### src/rtl/alu_arbiter_pkg.sv
// Shared types and constants for the two-requester ALU arbiter.
// Holds the FSM state encoding, requester index type and operand control bundle.
package alu_arbiter_pkg;

    localparam int DATA_WIDTH_DEFAULT = 32;
    localparam int NUM_REQ            = 2;

    typedef enum logic [1:0] {
        IDLE = 2'd0,
        EXEC = 2'd1,
        RESP = 2'd2
    } state_t;

    typedef logic [0:0] req_idx_t;

    typedef struct packed {
        logic       funct7;
        logic [2:0] alu_op;
        logic [2:0] funct3;
    } alu_ctrl_t;

    function automatic req_idx_t onehot_to_idx(input logic [NUM_REQ-1:0] onehot);
        req_idx_t idx;
        idx = '0;
        for (int i = 0; i < NUM_REQ; i++) begin
            if (onehot[i]) begin
                idx = req_idx_t'(i);
            end
        end
        return idx;
    endfunction

endpackage

### src/rtl/alu_arbiter_if.sv
// Bundle of request, response and shared-ALU signals around the arbiter.
// slave is the arbiter side; master is the requester/ALU environment side.
interface alu_arbiter_if
    import alu_arbiter_pkg::*;
#(
    parameter int DATA_WIDTH = DATA_WIDTH_DEFAULT
);

    logic                  req0_valid_i;
    logic                  req0_ready_o;
    logic [DATA_WIDTH-1:0] req0_a_i;
    logic [DATA_WIDTH-1:0] req0_b_i;
    logic                  req0_funct7_i;
    logic [2:0]            req0_alu_op_i;
    logic [2:0]            req0_funct3_i;

    logic                  req1_valid_i;
    logic                  req1_ready_o;
    logic [DATA_WIDTH-1:0] req1_a_i;
    logic [DATA_WIDTH-1:0] req1_b_i;
    logic                  req1_funct7_i;
    logic [2:0]            req1_alu_op_i;
    logic [2:0]            req1_funct3_i;

    logic                  rsp0_valid_o;
    logic                  rsp0_ready_i;
    logic [DATA_WIDTH-1:0] rsp0_data_o;
    logic                  rsp0_zero_o;

    logic                  rsp1_valid_o;
    logic                  rsp1_ready_i;
    logic [DATA_WIDTH-1:0] rsp1_data_o;
    logic                  rsp1_zero_o;

    logic [DATA_WIDTH-1:0] alu_a_o;
    logic [DATA_WIDTH-1:0] alu_b_o;
    logic                  alu_funct7_o;
    logic [2:0]            alu_op_o;
    logic [2:0]            alu_funct3_o;
    logic [DATA_WIDTH-1:0] alu_result_i;
    logic                  alu_zero_i;

    modport slave (
        input  req0_valid_i, req0_a_i, req0_b_i, req0_funct7_i, req0_alu_op_i, req0_funct3_i,
        input  req1_valid_i, req1_a_i, req1_b_i, req1_funct7_i, req1_alu_op_i, req1_funct3_i,
        output req0_ready_o, req1_ready_o,
        output rsp0_valid_o, rsp0_data_o, rsp0_zero_o,
        output rsp1_valid_o, rsp1_data_o, rsp1_zero_o,
        input  rsp0_ready_i, rsp1_ready_i,
        output alu_a_o, alu_b_o, alu_funct7_o, alu_op_o, alu_funct3_o,
        input  alu_result_i, alu_zero_i
    );

    modport master (
        output req0_valid_i, req0_a_i, req0_b_i, req0_funct7_i, req0_alu_op_i, req0_funct3_i,
        output req1_valid_i, req1_a_i, req1_b_i, req1_funct7_i, req1_alu_op_i, req1_funct3_i,
        input  req0_ready_o, req1_ready_o,
        input  rsp0_valid_o, rsp0_data_o, rsp0_zero_o,
        input  rsp1_valid_o, rsp1_data_o, rsp1_zero_o,
        output rsp0_ready_i, rsp1_ready_i,
        input  alu_a_o, alu_b_o, alu_funct7_o, alu_op_o, alu_funct3_o,
        output alu_result_i, alu_zero_i
    );

endinterface

### src/rtl/alu_arb_rr.sv
// Two-way round-robin grant: a lone valid always wins, a tie goes to ptr.
// Purely combinational; the caller owns and advances the pointer.
module alu_arb_rr
    import alu_arbiter_pkg::*;
(
    input  logic [NUM_REQ-1:0] valid,
    input  req_idx_t           ptr,
    output logic [NUM_REQ-1:0] grant
);

    generate
        for (genvar gi = 0; gi < NUM_REQ; gi++) begin : g_grant
            localparam int OTHER = NUM_REQ - 1 - gi;
            assign grant[gi] = valid[gi] && (!valid[OTHER] || (ptr == req_idx_t'(gi)));
        end
    endgenerate

endmodule

### src/rtl/alu_arbiter.sv
// Arbitrates two requesters onto one shared combinational ALU, one transaction at a time.
// IDLE grants and latches operands, EXEC captures the ALU return, RESP holds it until consumed.
module alu_arbiter
    import alu_arbiter_pkg::*;
#(
    parameter int DATA_WIDTH = DATA_WIDTH_DEFAULT
) (
    input  logic         clk,
    input  logic         reset,
    alu_arbiter_if.slave bus
);

    logic [NUM_REQ-1:0]    req_valid;
    logic [NUM_REQ-1:0]    rsp_ready;
    logic [NUM_REQ-1:0]    grant;
    logic [DATA_WIDTH-1:0] req_a    [NUM_REQ];
    logic [DATA_WIDTH-1:0] req_b    [NUM_REQ];
    alu_ctrl_t             req_ctrl [NUM_REQ];

    state_t                state_reg;
    req_idx_t              ptr_reg;
    req_idx_t              grant_reg;
    logic [DATA_WIDTH-1:0] a_reg;
    logic [DATA_WIDTH-1:0] b_reg;
    alu_ctrl_t             ctrl_reg;
    logic [DATA_WIDTH-1:0] res_data_reg;
    logic                  res_zero_reg;

    req_idx_t              grant_idx;
    logic                  in_idle;
    logic [NUM_REQ-1:0]    rsp_valid;
    logic [DATA_WIDTH-1:0] rsp_data [NUM_REQ];
    logic [NUM_REQ-1:0]    rsp_zero;

    assign req_valid   = {bus.req1_valid_i, bus.req0_valid_i};
    assign rsp_ready   = {bus.rsp1_ready_i, bus.rsp0_ready_i};
    assign req_a[0]    = bus.req0_a_i;
    assign req_a[1]    = bus.req1_a_i;
    assign req_b[0]    = bus.req0_b_i;
    assign req_b[1]    = bus.req1_b_i;
    assign req_ctrl[0] = '{funct7: bus.req0_funct7_i, alu_op: bus.req0_alu_op_i, funct3: bus.req0_funct3_i};
    assign req_ctrl[1] = '{funct7: bus.req1_funct7_i, alu_op: bus.req1_alu_op_i, funct3: bus.req1_funct3_i};

    alu_arb_rr u_rr (
        .valid (req_valid),
        .ptr   (ptr_reg),
        .grant (grant)
    );

    assign grant_idx = onehot_to_idx(grant);

    // Ready is a same-cycle acknowledgement, so it is gated by reset as well as state.
    assign in_idle          = (state_reg == IDLE) && !reset;
    assign bus.req0_ready_o = in_idle && grant[0];
    assign bus.req1_ready_o = in_idle && grant[1];

    always_ff @(posedge clk or posedge reset) begin
        if (reset) begin
            state_reg    <= IDLE;
            ptr_reg      <= '0;
            grant_reg    <= '0;
            a_reg        <= '0;
            b_reg        <= '0;
            ctrl_reg     <= '0;
            res_data_reg <= '0;
            res_zero_reg <= 1'b0;
        end else begin
            case (state_reg)
                IDLE: begin
                    if (|grant) begin
                        a_reg     <= req_a[grant_idx];
                        b_reg     <= req_b[grant_idx];
                        ctrl_reg  <= req_ctrl[grant_idx];
                        grant_reg <= grant_idx;
                        ptr_reg   <= ~grant_idx;
                        state_reg <= EXEC;
                    end
                end
                EXEC: begin
                    res_data_reg <= bus.alu_result_i;
                    res_zero_reg <= bus.alu_zero_i;
                    state_reg    <= RESP;
                end
                RESP: begin
                    if (rsp_ready[grant_reg]) begin
                        state_reg <= IDLE;
                    end
                end
                default: begin
                    state_reg <= IDLE;
                end
            endcase
        end
    end

    // The shared ALU only ever sees the latched operands, never the live request inputs.
    assign bus.alu_a_o      = a_reg;
    assign bus.alu_b_o      = b_reg;
    assign bus.alu_funct7_o = ctrl_reg.funct7;
    assign bus.alu_op_o     = ctrl_reg.alu_op;
    assign bus.alu_funct3_o = ctrl_reg.funct3;

    generate
        for (genvar gi = 0; gi < NUM_REQ; gi++) begin : g_rsp
            assign rsp_valid[gi] = (state_reg == RESP) && (grant_reg == req_idx_t'(gi));
            assign rsp_data[gi]  = rsp_valid[gi] ? res_data_reg : '0;
            assign rsp_zero[gi]  = rsp_valid[gi] && res_zero_reg;
        end
    endgenerate

    assign bus.rsp0_valid_o = rsp_valid[0];
    assign bus.rsp0_data_o  = rsp_data[0];
    assign bus.rsp0_zero_o  = rsp_zero[0];
    assign bus.rsp1_valid_o = rsp_valid[1];
    assign bus.rsp1_data_o  = rsp_data[1];
    assign bus.rsp1_zero_o  = rsp_zero[1];

endmodule

### src/flat_wrapper.sv
// flat-port wrapper written by rule: the top's interface ports become plain ports
module alu_arbiter_flat import alu_arbiter_pkg::*;
#(
    parameter int DATA_WIDTH = DATA_WIDTH_DEFAULT
)
  (clk, reset, bus_req0_valid_i, bus_req0_a_i, bus_req0_b_i, bus_req0_funct7_i, bus_req0_alu_op_i, bus_req0_funct3_i, bus_req1_valid_i, bus_req1_a_i, bus_req1_b_i, bus_req1_funct7_i, bus_req1_alu_op_i, bus_req1_funct3_i, bus_req0_ready_o, bus_req1_ready_o, bus_rsp0_valid_o, bus_rsp0_data_o, bus_rsp0_zero_o, bus_rsp1_valid_o, bus_rsp1_data_o, bus_rsp1_zero_o, bus_rsp0_ready_i, bus_rsp1_ready_i, bus_alu_a_o, bus_alu_b_o, bus_alu_funct7_o, bus_alu_op_o, bus_alu_funct3_o, bus_alu_result_i, bus_alu_zero_i);
  alu_arbiter_if #(.DATA_WIDTH(DATA_WIDTH)) bus_i ();
  input  logic clk;
  input  logic reset;
  input wire logic [$bits(bus_i.req0_valid_i)-1:0] bus_req0_valid_i;
  input wire logic [$bits(bus_i.req0_a_i)-1:0] bus_req0_a_i;
  input wire logic [$bits(bus_i.req0_b_i)-1:0] bus_req0_b_i;
  input wire logic [$bits(bus_i.req0_funct7_i)-1:0] bus_req0_funct7_i;
  input wire logic [$bits(bus_i.req0_alu_op_i)-1:0] bus_req0_alu_op_i;
  input wire logic [$bits(bus_i.req0_funct3_i)-1:0] bus_req0_funct3_i;
  input wire logic [$bits(bus_i.req1_valid_i)-1:0] bus_req1_valid_i;
  input wire logic [$bits(bus_i.req1_a_i)-1:0] bus_req1_a_i;
  input wire logic [$bits(bus_i.req1_b_i)-1:0] bus_req1_b_i;
  input wire logic [$bits(bus_i.req1_funct7_i)-1:0] bus_req1_funct7_i;
  input wire logic [$bits(bus_i.req1_alu_op_i)-1:0] bus_req1_alu_op_i;
  input wire logic [$bits(bus_i.req1_funct3_i)-1:0] bus_req1_funct3_i;
  output wire logic [$bits(bus_i.req0_ready_o)-1:0] bus_req0_ready_o;
  output wire logic [$bits(bus_i.req1_ready_o)-1:0] bus_req1_ready_o;
  output wire logic [$bits(bus_i.rsp0_valid_o)-1:0] bus_rsp0_valid_o;
  output wire logic [$bits(bus_i.rsp0_data_o)-1:0] bus_rsp0_data_o;
  output wire logic [$bits(bus_i.rsp0_zero_o)-1:0] bus_rsp0_zero_o;
  output wire logic [$bits(bus_i.rsp1_valid_o)-1:0] bus_rsp1_valid_o;
  output wire logic [$bits(bus_i.rsp1_data_o)-1:0] bus_rsp1_data_o;
  output wire logic [$bits(bus_i.rsp1_zero_o)-1:0] bus_rsp1_zero_o;
  input wire logic [$bits(bus_i.rsp0_ready_i)-1:0] bus_rsp0_ready_i;
  input wire logic [$bits(bus_i.rsp1_ready_i)-1:0] bus_rsp1_ready_i;
  output wire logic [$bits(bus_i.alu_a_o)-1:0] bus_alu_a_o;
  output wire logic [$bits(bus_i.alu_b_o)-1:0] bus_alu_b_o;
  output wire logic [$bits(bus_i.alu_funct7_o)-1:0] bus_alu_funct7_o;
  output wire logic [$bits(bus_i.alu_op_o)-1:0] bus_alu_op_o;
  output wire logic [$bits(bus_i.alu_funct3_o)-1:0] bus_alu_funct3_o;
  input wire logic [$bits(bus_i.alu_result_i)-1:0] bus_alu_result_i;
  input wire logic [$bits(bus_i.alu_zero_i)-1:0] bus_alu_zero_i;
  assign bus_i.req0_valid_i = bus_req0_valid_i;
  assign bus_i.req0_a_i = bus_req0_a_i;
  assign bus_i.req0_b_i = bus_req0_b_i;
  assign bus_i.req0_funct7_i = bus_req0_funct7_i;
  assign bus_i.req0_alu_op_i = bus_req0_alu_op_i;
  assign bus_i.req0_funct3_i = bus_req0_funct3_i;
  assign bus_i.req1_valid_i = bus_req1_valid_i;
  assign bus_i.req1_a_i = bus_req1_a_i;
  assign bus_i.req1_b_i = bus_req1_b_i;
  assign bus_i.req1_funct7_i = bus_req1_funct7_i;
  assign bus_i.req1_alu_op_i = bus_req1_alu_op_i;
  assign bus_i.req1_funct3_i = bus_req1_funct3_i;
  assign bus_req0_ready_o = bus_i.req0_ready_o;
  assign bus_req1_ready_o = bus_i.req1_ready_o;
  assign bus_rsp0_valid_o = bus_i.rsp0_valid_o;
  assign bus_rsp0_data_o = bus_i.rsp0_data_o;
  assign bus_rsp0_zero_o = bus_i.rsp0_zero_o;
  assign bus_rsp1_valid_o = bus_i.rsp1_valid_o;
  assign bus_rsp1_data_o = bus_i.rsp1_data_o;
  assign bus_rsp1_zero_o = bus_i.rsp1_zero_o;
  assign bus_i.rsp0_ready_i = bus_rsp0_ready_i;
  assign bus_i.rsp1_ready_i = bus_rsp1_ready_i;
  assign bus_alu_a_o = bus_i.alu_a_o;
  assign bus_alu_b_o = bus_i.alu_b_o;
  assign bus_alu_funct7_o = bus_i.alu_funct7_o;
  assign bus_alu_op_o = bus_i.alu_op_o;
  assign bus_alu_funct3_o = bus_i.alu_funct3_o;
  assign bus_i.alu_result_i = bus_alu_result_i;
  assign bus_i.alu_zero_i = bus_alu_zero_i;
  alu_arbiter #(.DATA_WIDTH(DATA_WIDTH)) u_core (.clk(clk), .reset(reset), .bus(bus_i));
endmodule
### config.mk
export PLATFORM = sky130hd
export DESIGN_NAME = alu_arbiter_flat
export DESIGN_NICKNAME = d
export VERILOG_FILES = /design/src/rtl/alu_arbiter_pkg.sv /design/src/rtl/alu_arbiter_if.sv /design/src/rtl/alu_arb_rr.sv /design/src/rtl/alu_arbiter.sv /design/src/flat_wrapper.sv
export SDC_FILE = /design/constraint.sdc
export NUM_CORES = 1
export LEC_CHECK = 0
export CAP_MARGIN = 25
export CELL_PAD_IN_SITES_DETAIL_PLACEMENT = 1
export CELL_PAD_IN_SITES_GLOBAL_PLACEMENT = 1
export CORE_ASPECT_RATIO = 1.75
export CORE_MARGIN = 1.5
export CORE_UTILIZATION = 29
export CTS_CLUSTER_SIZE = 25
export DETAILED_ROUTE_END_ITERATION = 10
export PLACE_DENSITY = 0.87
export SLEW_MARGIN = 20
export SYNTH_ARGS = -nofsm -noshare
export SYNTH_HDL_FRONTEND = slang
export SYNTH_HIERARCHICAL = 1
export SYNTH_SLANG_ARGS = --single-unit
### constraint.sdc
create_clock -name clk -period 10.25 [get_ports clk]
set_clock_uncertainty 0.15 [all_clocks]
set_input_delay 2.05 -clock clk [delete_from_list [all_inputs] [get_ports clk]]
set_output_delay 2.05 -clock clk [all_outputs]
set_load 0.02 [all_outputs]
==> metrics.txt, run 1 <==
DP Worst Slack=4.00 ns; Setup CP Type=in -> out; asr flop ratio synth=100%; Initial Util=29.4%; H-tree levels=3; post-synthesis area per instance=12.2 sq um; Core ar.=16800 sq um; VDD IR max=around 0.00014 V; nets=between 800 and 900; Worst-Margin Slew=0.839 ns; final WL=between 15000 and 20000 um; CTS tree=built; ys flop type=dfrtp_1; vias in the first global route=4951; chip height=176 um; Hold EP=u_core/bus.alu_a_o[7]; Power Density=277 nW/um^2; CP peak stage delay=0.62 ns; setup TNS=0 ns; Syn Nets=584; Synth Instances=403; antenna violations before repair=1; post-synthesis register bit count=108; first-pass GRT wire length=26700 um; R2R setup slack=7.85 ns; Final Wtd Congestion=between 0.7 and 0.8; DR iter-0 viols=around 120; Post-CTS Resized=0; Final Hold Viols=0; drt pass-1 iters=5; design area=8630 sq um; Worst-Skew Late Latency=roughly 0.33 ns; startpoint types=input port; commonest non-fill, non-tap cells in the layout=321 x clkdlybuf4s50_1, 108 x dfrtp_1, 101 x and2_1; Hold Crit Depth=1; Clock Path Buffers=2; # port buffers=321; Hold Buf Count CTS=0; HPWL after detailed placement=~14000 um; Final setup viols=0; CTS Buf Count=9; clock slew at reported path FFs=roughly 0.06 ns; Max Fclk=about 160 MHz; die area=17800 sq um; row cnt=63; Syn-to-layout area delta=74.9%; clock sink count=108; share of cells above drive strength 1=8.53%; sequential-to-total area share from yosys stat=54.8%; GRT Resource Usage Total=around a fifth; CP Cell Sequence=clkdlybuf4s50_1 -> a21boi_1 -> nor3b_2 -> and2_1 -> clkdlybuf4s50_1; RSZ-0062 raised after global routing=false; Required @ worst endpoint=8.05 ns; path depth of the worst reg2reg path=5; Critical Path Fanout Max=3; Max Cap Viol=0; status=finished clean; Post-DRT Antenna Nets=0; setup ws final=3.99 ns; total global routing overflow=0; pin count of the biggest net entering global routing=74; FF-to-FF Start=u_core/ptr_reg; synthesized area=around 5000 sq um; number of flops mapped to enable cells by yosys=0; Tot Pwr=0.00239 W; Critical path origin=bus_req1_valid_i; Hold Crit Start=u_core/bus.alu_a_o[7]; routed vias/inst=4.81; Layout Utilization=51.4%; slowest CP cell=clkdlybuf4s50_1; Slew HR=44.1%; Netlist cell types=20; Arr. time, crit path=4.06 ns; warning count from the yosys run=6; WL per Instance=roughly 19 um; CP endpoint kind=output pin; most common cell after layout, fill and taps aside=clkdlybuf4s50_1; Top Ports=322; Tcrit/Tclk final=about three fifths; overall via count from detail_route=4543; post-place instance area=8350 sq um; Tightest Hold Check Type=reg -> reg; Clock Tree Root=clkbuf_16; drt drc=0; Final min period=6.26 ns; most used cell, CP=clkdlybuf4s50_1; chip width=102 um; leakage power=3.50 nW; # Post-CTS Setup Buffers=0; Slew Limit Fails=0; reg2reg end=u_core/bus.alu_a_o[21]
[per-stage QoR]
stage | cells | hold WS, ns
floorplan | 403 | 0.336
global placement | 926 | 0.344
detailed placement | 926 | 0.344
CTS | 942 | 0.366
global route | 942 | 0.382
finish | 944 | 0.363
[synthesized netlist by cell type, types with 2 or more instances]
cell type	number	area, sq um
inv_1	5	18.8
clkbuf_1	14	52.6
a221o_1	71	711
and2_0	37	231
dfrtp_1	108	2700
and2_1	101	632
buf_2	11	55.1
a21boi_1	2	15.0
nor2_1	4	15.0
mux2_2	34	383
buf_4	7	52.6
[worst max-delay path, delay by kind of cell]
| kind | cells | cell delay (ns) |
|---|---|---|
| AOI/OAI and AO/OA | 1 | 0.43 |
| buffers and inverters | 2 | 1.11 |
| and+or+nand+nor | 2 | 0.47 |
[cell type report]
| class | instances | area, sq um |
|---|---|---|
| sequential | 108 | 2700 |
| tap | 227 | 284 |
| clock buffer | 12 | 246 |
| antenna | 2 | 5.00 |
| timing repair buffer | 328 | 3270 |
| multi-input combinational | 258 | 2070 |
| inverter | 5 | 21.3 |
| fill | 1827 | 8160 |
| clock inverter | 4 | 32.5 |
[routing by layer]
layer | vias up | wire [um] | track usage [%]
met5 | - | 0 | 0
met4 | 0 | 753 | 8.97
met3 | 43 | 1280 | 5.13
met2 | 244 | 9690 | 36.0
met1 | 2201 | 6070 | 20.0
li1 | 2055 | - | -
[cells by family after synthesis]
group                  synth area share [%]
muxes                                  7.76
and+or+nand+nor                        18.7
DFF                                    54.8
AOI/OAI and AO/OA                      15.2
buffers and inverters                  3.62
[worst max path at each step]
stage | slack (ns) | cells past startpoint | endpoint
floorplan | 3.30 | 2 | bus_req1_ready_o
finish | 3.99 | 5 | bus_req1_ready_o
global route | 3.87 | 5 | bus_req1_ready_o
detailed placement | 4.00 | 5 | bus_req1_ready_o
CTS | 3.99 | 5 | bus_req1_ready_o
global placement | 4.03 | 5 | bus_req1_ready_o
[power by group]
| group | leakage [nW] | switching [W] | total, W | internal (W) |
|---|---|---|---|---|
| clock | 0.130 | 0.000154 | 0.000328 | 0.000174 |
| sequential | 1.31 | 0.000145 | 0.000785 | 0.000641 |
| combinational | 2.05 | 0.000614 | 0.00128 | 0.000667 |
Note: power is estimated with default switching activity, not from simulation.
==> inputs of run 2 (changes only) <==
CORE_UTILIZATION = 24   (was 29)
PLACE_DENSITY = 0.77   (was 0.87)
clock period = 5.7 ns   (was 10.25 ns; I/O delays follow)
==> run 2 against run 1 <==
Clock-buffer cell count grew 1; total power increased by 79%; worst hold slack better by 0.0020 ns; global-route usage fell by 3.2 points; core utilization down 8.6 points; critical path depth stayed put; setup slack lost 2.8 ns; non-clock buffer count stayed put; combinational power grew 79%; cell count rose by 1.9%; critical endpoint is now bus_req0_ready_o; largest cell class unchanged; largest power group unchanged.
==> metrics.txt, run 2 (synthesized netlist as in run 1, its figures left out) <==
Final setup viols=0; commonest non-fill, non-tap cells in the layout=321 x clkdlybuf4s50_1, 108 x dfrtp_1, 101 x and2_1; Tcrit/Tclk final=78.3%; most common cell after layout, fill and taps aside=clkdlybuf4s50_1; switching fraction of total power=a little under two fifths; # port buffers=about 320; # Post-CTS Setup Buffers=0; GRT Resource Usage Total=between 15 and 20%; WL per Instance=18.7 um; RSZ-0062 raised after global routing=false; DP Worst Slack=1.24 ns; clock sink count=108; H-tree levels=3; Required @ worst endpoint=~4.4 ns; Post-CTS Resized=0; Int Power=approximately 0.0027 W; Worst-Skew Late Latency=0.34 ns; row cnt=69; sequential cell fraction of total power=33.2%; Slew HR=31.4%; Worst-Margin Slew=slightly above 1 ns; final cell count without fillers=962; Syn-to-layout area delta=75.1%; Core ar.=20200 sq um; startpoint types=input port; first-pass GRT wire length=27300 um; Max Fclk=224 MHz; Final min period=between 4 and 5 ns; nets=891; leakage power=3.50 nW; design area=between 8000 and 9000 sq um; Final Hold Viols=0; Psw=roughly 0.0016 W; Tot Pwr=0.00429 W; Setup CP Type=in -> out; share of cells above drive strength 1=8.40%; post-place instance area=8370 sq um; overall via count from detail_route=4484; antenna violations before repair=1; setup ws final=1.24 ns; setup TNS=0 ns; VDD IR max=~0.00030 V; Initial Util=24.4%; CTS Buf Count=9; Critical Path Fanout Max=4; Clock Tree Root=clkbuf_16; Post-DRT Antenna Nets=0; DR iter-0 viols=182; Multi-input gate area=~2100 sq um; status=finished clean; Max Cap Viol=0; routed vias/inst=4.66; Placed Cells incl. Taps=947; Slew Limit Fails=0; Final Wtd Congestion=0.801; total global routing overflow=0; Gate power share=53.3%; diode count=0; vias in the first global route=4985; CP endpoint kind=output pin; Hold Buf Count CTS=0; Tightest Hold Check Type=reg -> reg; drt pass-1 iters=4; HPWL after detailed placement=~14000 um; clock slew at reported path FFs=0.07 ns; Clk pwr share=13.5%; Arr. time, crit path=3.17 ns; drt drc=0; Filler cells=between 2000 and 2500; final WL=18000 um; Top Ports=322; Seq. cell area=2700 sq um; CTS tree=built; die area=between 20000 and 25000 sq um; chip height=193 um; Clock Path Buffers=2; Power Density=496 nW/um^2; pin count of the biggest net entering global routing=74; chip width=111 um
==> run 2: changes by cell type in the layout (fill, tap and decap cells not counted) <==
| cell | change |
|---|---|
| clkbuf_8 | +1 |
| clkinvlp_4 | -2 |
| diode_2 | -2 |
| clkinv_2 | +2 |
| inv_6 | -2 |
==> run 2: critical path: stages <==
cell	delay (ns)
clkdlybuf4s50_1	0.48
a21boi_1	0.33
or3b_4	0.47
nor2_1	0.13
clkdlybuf4s50_1	0.61
==> run 2: worst paths after layout <==
kind | cells after the start | slack, ns | from | end
min in group asynchronous | 2 | 1.10 | reset | u_core/bus.alu_op_o[1]
setup reg to reg | 5 | 3.19 | u_core/ptr_reg | u_core/bus.alu_a_o[24]
hold reg to reg | 1 | 0.36 | u_core/res_data_reg[16] | u_core/res_data_reg[16]
max in group asynchronous | 3 | 3.03 | reset | u_core/res_data_reg[25]
setup / recovery | 5 | 1.24 | bus_req0_valid_i | bus_req0_ready_o
hold / removal | 1 | 0.36 | u_core/res_data_reg[16] | u_core/res_data_reg[16]
==> run 2: area by class of cell <==
cell class / instances / area share (%)
Clock buffer: 13 / 3.01
Clock inverter: 2 / 0.116
Inverter: 5 / 0.246
Multi-Input combinational cell: 258 / 24.0
Sequential cell: 108 / 31.3
Tap cell: 248 / 3.59
Timing Repair Buffer: 328 / 37.8
==> run 2: metal layers <==
metal	vias up	wire length [um]	global-route usage (%)
li1	2055	-	-
met1	2155	6400	16.7
met2	242	9870	31.6
met3	30	1140	4.05
met4	2	562	6.82
met5	-	10	0
==> run 2: through the flow <==
stage / hold slack, ns / util [%]
4_1_cts: 0.371 / 42.8
3_3_place_gp: 0.345 / 41.4
3_5_place_dp: 0.346 / 41.4
2_1_floorplan: 0.336 / -
6_report: 0.365 / 42.8
5_1_grt: 0.379 / 42.8
==> run 2: power by group through the flow <==
stage / Combinational (W) / Clock [W] / Sequential [W]
after global placement: 0.00225 / 0 / 0.00141
final: 0.00229 / 0.000581 / 0.00142
after CTS: 0.00232 / 0.000607 / 0.00143
after floorplan: 0.000987 / 0 / 0.00164
after detailed placement: 0.00232 / 0 / 0.00142
after global routing: 0.00243 / 0.000632 / 0.00147
